## src/rtl/mult_pkg.sv

```systemverilog
// Shared types and constants for the sequential radix-4 Booth multiplier.
package mult_pkg;

  localparam int DEFAULT_WIDTH = 32;

  typedef enum logic [1:0] {
    IDLE = 2'd0,
    CALC = 2'd1,
    DONE = 2'd2
  } state_t;

  typedef logic signed [2:0] booth_digit_t;

endpackage

```

## src/rtl/booth_rec4.sv

```systemverilog
// Radix-4 Booth recoder: maps a 3-bit multiplier window {b[2k+1], b[2k], b[2k-1]}
// onto a digit in {-2,-1,0,+1,+2}.
module booth_rec4
  import mult_pkg::*;
(
  input  logic [2:0]   win_i,
  output booth_digit_t digit_o
);

  always_comb begin
    digit_o = 3'sb000;
    unique case (win_i)
      3'b001, 3'b010: digit_o = 3'sb001;
      3'b011:         digit_o = 3'sb010;
      3'b100:         digit_o = 3'sb110;
      3'b101, 3'b110: digit_o = 3'sb111;
      default:        digit_o = 3'sb000;
    endcase
  end

endmodule

```

## src/rtl/mult_seq_booth.sv

```systemverilog
// Sequential radix-4 Booth multiplier, one digit per cycle, valid/ready handshake.
// Signed operand support is built only when MULT_SEQ_SIGNED_EN is defined.
module mult_seq_booth
  import mult_pkg::*;
#(
  parameter int WIDTH = DEFAULT_WIDTH
) (
  input  logic               clk,
  input  logic               rst,
  input  logic               in_valid,
  output logic               in_ready,
  input  logic [WIDTH-1:0]   a,
  input  logic [WIDTH-1:0]   b,
  input  logic               is_signed,
  output logic               out_valid,
  input  logic               out_ready,
  output logic [2*WIDTH-1:0] out,
  output logic               busy
);

  localparam int PW = 2*WIDTH + 2;
  localparam int BW = WIDTH + 2;
  localparam int ND = WIDTH/2 + 1;
  localparam int CW = $clog2(ND + 1);

  state_t             state_q;
  logic [PW-1:0]      acc_q, acc_d;
  logic [PW-1:0]      mcand_q;
  logic [BW-1:0]      mplier_q;
  logic               prev_q;
  logic [CW-1:0]      cnt_q;
  logic [2*WIDTH-1:0] out_q;
  logic               out_valid_q, busy_q, in_ready_q;

  logic               sgn;
  logic [PW-1:0]      a_ext;
  logic [BW-1:0]      b_ext;
  logic [PW-1:0]      term;
  booth_digit_t       digit;

`ifdef MULT_SEQ_SIGNED_EN
  assign sgn = is_signed;
`else
  assign sgn = is_signed & 1'b0;
`endif

  // Two extra bits on the multiplier give the zero-extended unsigned case a
  // positive top digit, so one Booth sweep covers both modes.
  assign a_ext = {{(PW-WIDTH){sgn & a[WIDTH-1]}}, a};
  assign b_ext = {{2{sgn & b[WIDTH-1]}}, b};

  booth_rec4 u_rec (
    .win_i   ({mplier_q[1:0], prev_q}),
    .digit_o (digit)
  );

  always_comb begin
    term = '0;
    unique case (digit)
      3'sb001: term = mcand_q;
      3'sb010: term = mcand_q << 1;
      3'sb111: term = -mcand_q;
      3'sb110: term = -(mcand_q << 1);
      default: term = '0;
    endcase
    acc_d = acc_q + term;
  end

  // The multiplicand shifts up by two each cycle, so the 4^k weight is implicit.
  always_ff @(posedge clk) begin
    if (rst) begin
      state_q     <= IDLE;
      acc_q       <= '0;
      mcand_q     <= '0;
      mplier_q    <= '0;
      prev_q      <= 1'b0;
      cnt_q       <= '0;
      out_q       <= '0;
      out_valid_q <= 1'b0;
      busy_q      <= 1'b0;
      in_ready_q  <= 1'b1;
    end else begin
      unique case (state_q)
        IDLE: begin
          if (in_valid) begin
            mcand_q    <= a_ext;
            mplier_q   <= b_ext;
            prev_q     <= 1'b0;
            acc_q      <= '0;
            cnt_q      <= '0;
            busy_q     <= 1'b1;
            in_ready_q <= 1'b0;
            state_q    <= CALC;
          end
        end
        CALC: begin
          acc_q    <= acc_d;
          mcand_q  <= mcand_q << 2;
          mplier_q <= mplier_q >> 2;
          prev_q   <= mplier_q[1];
          cnt_q    <= cnt_q + CW'(1);
          if (cnt_q == CW'(ND-1)) begin
            out_q       <= acc_d[2*WIDTH-1:0];
            out_valid_q <= 1'b1;
            state_q     <= DONE;
          end
        end
        DONE: begin
          if (out_ready) begin
            out_valid_q <= 1'b0;
            busy_q      <= 1'b0;
            in_ready_q  <= 1'b1;
            state_q     <= IDLE;
          end
        end
        default: begin
          out_valid_q <= 1'b0;
          busy_q      <= 1'b0;
          in_ready_q  <= 1'b1;
          state_q     <= IDLE;
        end
      endcase
    end
  end

  assign in_ready  = in_ready_q;
  assign out_valid = out_valid_q;
  assign busy      = busy_q;
  assign out       = out_q;

endmodule

```

## config.mk

```make
export PLATFORM = sky130hd
export DESIGN_NAME = mult_seq_booth
export DESIGN_NICKNAME = d
export VERILOG_FILES = /design/src/rtl/mult_pkg.sv /design/src/rtl/booth_rec4.sv /design/src/rtl/mult_seq_booth.sv
export SDC_FILE = /design/constraint.sdc
export NUM_CORES = 1
export LEC_CHECK = 0
export CAP_MARGIN = 5
export CELL_PAD_IN_SITES_DETAIL_PLACEMENT = 0
export CELL_PAD_IN_SITES_GLOBAL_PLACEMENT = 1
export CORE_MARGIN = 4
export CORE_UTILIZATION = 44
export DETAILED_ROUTE_END_ITERATION = 8
export GPL_ROUTABILITY_DRIVEN = 0
export PLACE_DENSITY_LB_ADDON = 0.15
export SYNTH_ARGS = -nofsm -noshare
export SYNTH_HDL_FRONTEND = slang
export SYNTH_SLANG_ARGS = --single-unit
```

## constraint.sdc

```tcl
create_clock -name clk -period 7.5 [get_ports clk]
set_input_delay 1.875 -clock clk [delete_from_list [all_inputs] [get_ports clk]]
set_output_delay 1.875 -clock clk [all_outputs]
set_load 0.005 [all_outputs]
```

==> results.md <==
STA:
- The final number of hold-violating endpoints is 0.
- The share of the clock period used by the worst path after layout is 0.859.
- The clock period could shrink to about 6400 ps.
- The final count of negative-setup-slack endpoints is 0.
- Headroom to the max-slew limit came out at 0.270.
- The clock tree skew after final layout is around 13 ps.
- The maximum clock frequency is about 0.16 GHz.
- Setup repair after global routing left no endpoint under its margin.
- For the final routed database, the setup TNS stands at 0 ps.
- The count of final max-slew check failures is 0.
- At the pin with the least slew margin, the transition time is roughly 1100 ps.

Floorplanning:
- The standard-cell row count is 70.
- The region available for standard cell placement spans 36,600 um2.
- The height of the die is roughly 200 um.
- For this configuration, the core starts out at a cell density of 0.447.
- The floorplan step defined a die boundary enclosing 40,300 um2.
- Measured along the x axis, the die boundary spans roughly 200 um.
- The count of boundary I/O pins is roughly 140.

Detailed routing:
- The pre-antenna-repair detailed-routing pass consisted of 5 iterations.
- The routed length per placed instance is about 19 um.
- The total length of routed wires is between 50,000 and 60,000 um.
- The via total after detailed routing is 15,800.
- In this run, the number of DRC markers left after iteration 0 of detailed routing was 1,212.
- For this run, design rule violations remaining after detail routing come to 0.
- The via-per-instance ratio is 5.98.
- In this run the remaining antenna-violating nets after routing total 0.

Power and ir drop:
- The worst-case IR drop observed on VDD is between 0.15 and 0.2 mV.
- The power density over the cells is 204 nW/um2.
- The static leakage power is just over 7 nW.

Yosys:
- Yosys mapped a number of flops with a built-in enable equal to 0.
- The combined area of all synthesized cells is 16,400 um2.
- The combinational family with the most area after synthesis is compound AO/OA/AOI/OAI gates.
- The warning count from the yosys run is 0.
- Of the total synthesized cell area, the portion taken by AND, OR, NAND and NOR gates is 0.230.
- The most frequent cell after synthesis is sky130_fd_sc_hd__nand2_1.
- The area fraction in compound gates after synthesis is 0.282.
- The number of distinct standard cells referenced by the synthesized netlist is between 70 and 80.
- For this run, the leading register cell type out of synthesis is sky130_fd_sc_hd__dfxtp_1.
- By count the netlist is led by sky130_fd_sc_hd__nand2_1 (252), sky130_fd_sc_hd__dfxtp_1 (235), sky130_fd_sc_hd__nor2_1 (223), sky130_fd_sc_hd__a21oi_1 (194), sky130_fd_sc_hd__clkbuf_1 (183).
- The share of the synthesized area in the top cell type is 0.288.
- The synthesized-area fraction occupied by adder cells is 0.0517.
- The synthesized area per cell is between 7 and 8 um2.
- The number of instances in the synthesized netlist is ~2,200.
- The number of synthesized register bits is ~240.
- Of the total synthesized cell area, the portion taken by XOR and XNOR cells is 0.0824.
- Of all flip-flops after synthesis, the portion carrying an async set or reset was 0.
- The mux contribution to synthesized area is 0.0112.
- The sequential fraction of the synthesis area is 0.288.
- The library cell occupying the most area in the post-synthesis netlist is sky130_fd_sc_hd__dfxtp_1.
- Counting every net in the synthesized netlist gives about 2,300.
- In the post-synthesis netlist, the biggest area contributors are sky130_fd_sc_hd__dfxtp_1 (29%), sky130_fd_sc_hd__a21oi_1 (5.9%), sky130_fd_sc_hd__nand2_1 (5.8%).

GRT:
- The global-route congestion overflow total is 0.
- The number of global-route vias before repair is approximately 15,000.
- The number of antenna violations at the first check in global routing was 0.
- The largest net degree at the start of global routing is between 100 and 150.
- For met1 alone, demand over resource in global routing was 0.359.
- For met3 alone, demand over resource in global routing was 0.0267.
- The global-route wire length before repair is between 80,000 and 90,000 um.
- The met2 track demand over resource in global routing is 0.362.
- The layer flagged by global routing as most heavily used is met2.
- The overall routing resource usage is 0.238.

CTS:
- The total clock buffers created by CTS is 28.
- The number of buffers inserted for hold repair after clock tree synthesis is 0.
- The clock drives 235 sinks.
- The clock latency at the later pin of the worst-skew pair is approximately 570 ps.
- The post-CTS setup buffer count is 0.
- The clock transition at the register clock pins on the worst setup and hold paths after CTS is approximately 60 ps.
- In this run the deepest clock path goes through 3 buffers.
- TritonCTS built the clock tree.
- CTS built an H-tree with a depth of 1.
- The clock tree root driver cell is sky130_fd_sc_hd__clkbuf_16.
- After clock tree synthesis, the repair step resized 0 gates.

Setup path:
- The worst setup path is of the reg -> reg kind.
- Traced cell by cell, the critical path runs through nor3_1, nand4_1, or2_2, or3_1, or3_1, nand2_1, xnor2_1, a221oi_1, a31oi_1, ha_1, nand2_1, or2_2, nor4_1, nor3_1, o221ai_1, a21boi_1, buf_4, a2111oi_0, mux2i_1, nand3_1.
- The master of the slowest instance on the critical path is sky130_fd_sc_hd__a2111oi_0.
- The worst path buffer plus inverter count is 1.
- STA classifies the critical path endpoint as a flop.
- At the worst endpoint, the arrival time is around 6900 ps.
- The cell family with the largest share of critical-path delay is simple AND/OR/NAND/NOR gates.
- The critical path startpoint category is a flop.
- Of all nets on the critical path, the largest fanout is 8.
- On the worst path, the slowest cell contributes a delay of roughly 800 ps.
- The data required time of the critical path is around 8000 ps.

Final layout:
- The number of nets in the final layout is about 2,300.
- The repair_antennas step left the layout with diodes totalling 0.
- The area occupied by registers is roughly 4700 um2.
- In the final layout, the multi-input gates occupy ~11,000 um2.
- The share of layout cells above drive strength 1 is 0.0832.
- The area added between synthesis and finish is 14.9%.
- Once layout is complete, the utilization of the core stands at 0.513.
- The filler cell count is 3,645.

Job:
- The max-capacitance violation count is 0.

Hold path:
- The class of the worst hold path is reg -> reg.

Run status:
- The flow ran to the end, and the final reports show no timing, DRC or antenna violations.

Place:
- The HPWL after detailed placement is between 30,000 and 40,000 um.
- The count of buffers added on input and output ports is around 130.
## final timing paths
kind	startpoint	to	slack (ps)	cells after the start
worst max register to register	mcand_q[2]$_SDFFE_PP0P_	out[63]$_SDFFE_PP0P_	1060	20
worst min-delay path	state_q[0]$_SDFFE_PP0P_	state_q[0]$_SDFFE_PP0P_	430	1
worst min register to register	state_q[0]$_SDFFE_PP0P_	state_q[0]$_SDFFE_PP0P_	430	1
worst max-delay path	mcand_q[2]$_SDFFE_PP0P_	out[63]$_SDFFE_PP0P_	1060	20
## cells by family (layout without fill, tap and decap cells)
logic type | Yosys count | after routing
buf+inv | 233 | 239
compound gates | 677 | 677
fa+ha+maj | 67 | 67
xor+xnor | 153 | 153
mux | 18 | 18
simple gates | 787 | 787
flops | 235 | 235
## power by group
| group | internal [mW] | total (mW) | switching (mW) | leakage [nW] |
|---|---|---|---|---|
| clock | 0.986 | 1.57 | 0.583 | 0.530 |
| sequential | 1.31 | 1.37 | 0.0679 | 1.92 |
| combinational | 0.343 | 0.896 | 0.554 | 4.70 |
| total | 2.63 | 3.84 | 1.20 | 7.14 |
## layout make-up
cell class / instances / share of cell area
Multi-Input combinational cell: 1702 / 0.574
Timing Repair Buffer: 160 / 0.0814
Sequential cell: 235 / 0.251
Inverter: 27 / 0.00539
Clock inverter: 19 / 0.0155
Clock buffer: 33 / 0.0415
Tap cell: 468 / 0.0312
## registers in the layout, indices dropped and copies added, names as in the netlist
register / cells
acc_q: 64
busy: 1
cnt_q: 5
in_ready: 1
mcand_q: 64
mplier_q: 32
out: 64
out_valid: 1
prev_q: 1
state_q: 2
## cells in the final DEF (no fill, tap or decap), drive strengths merged, types with 9 or more instances in the layout
cell / count
xor2: 60
o211ai: 12
clkbuf: 33
nand2b: 33
mux2i: 16
a22o: 17
nand2: 253
and3: 9
a21oi: 194
nand4: 29
nor2b: 63
a221oi: 24
buf: 28
or4: 22
nand3: 46
inv: 28
nor3: 37
a21o: 40
o221ai: 10
a22oi: 81
ha: 66
or3: 29
nor4: 16
clkdlybuf4s50: 132
nor2: 223
clkinv: 10
o21a: 10
a31oi: 40
a211oi: 10
o221a: 62
dfxtp: 235
xnor2: 93
o21ai: 117
## metrics by stage
| stage | worst slack, ps | hold WS [ps] | instances | cell area, um2 | power, mW |
|---|---|---|---|---|---|
| final | 1060 | 432 | 2644 | 18800 | 3.84 |
| after CTS | 1080 | 437 | 2644 | 18800 | 3.86 |
| after detailed placement | 1110 | 425 | 2592 | 17700 | 2.28 |
| after floorplan | 1980 | 432 | 2170 | 16400 | 2.03 |
| after global placement | 1150 | 423 | 2592 | 17700 | 2.27 |
| after global routing | 511 | 442 | 2644 | 18800 | 4.02 |
## per-layer routing
metal | vias to the layer above | part of all wire
met2 | 444 | 0.43
met5 | - | 0
met4 | 0 | 0.023
met1 | 7477 | 0.49
li1 | 7810 | -
met3 | 77 | 0.056
(Power assumes the default switching activity.)
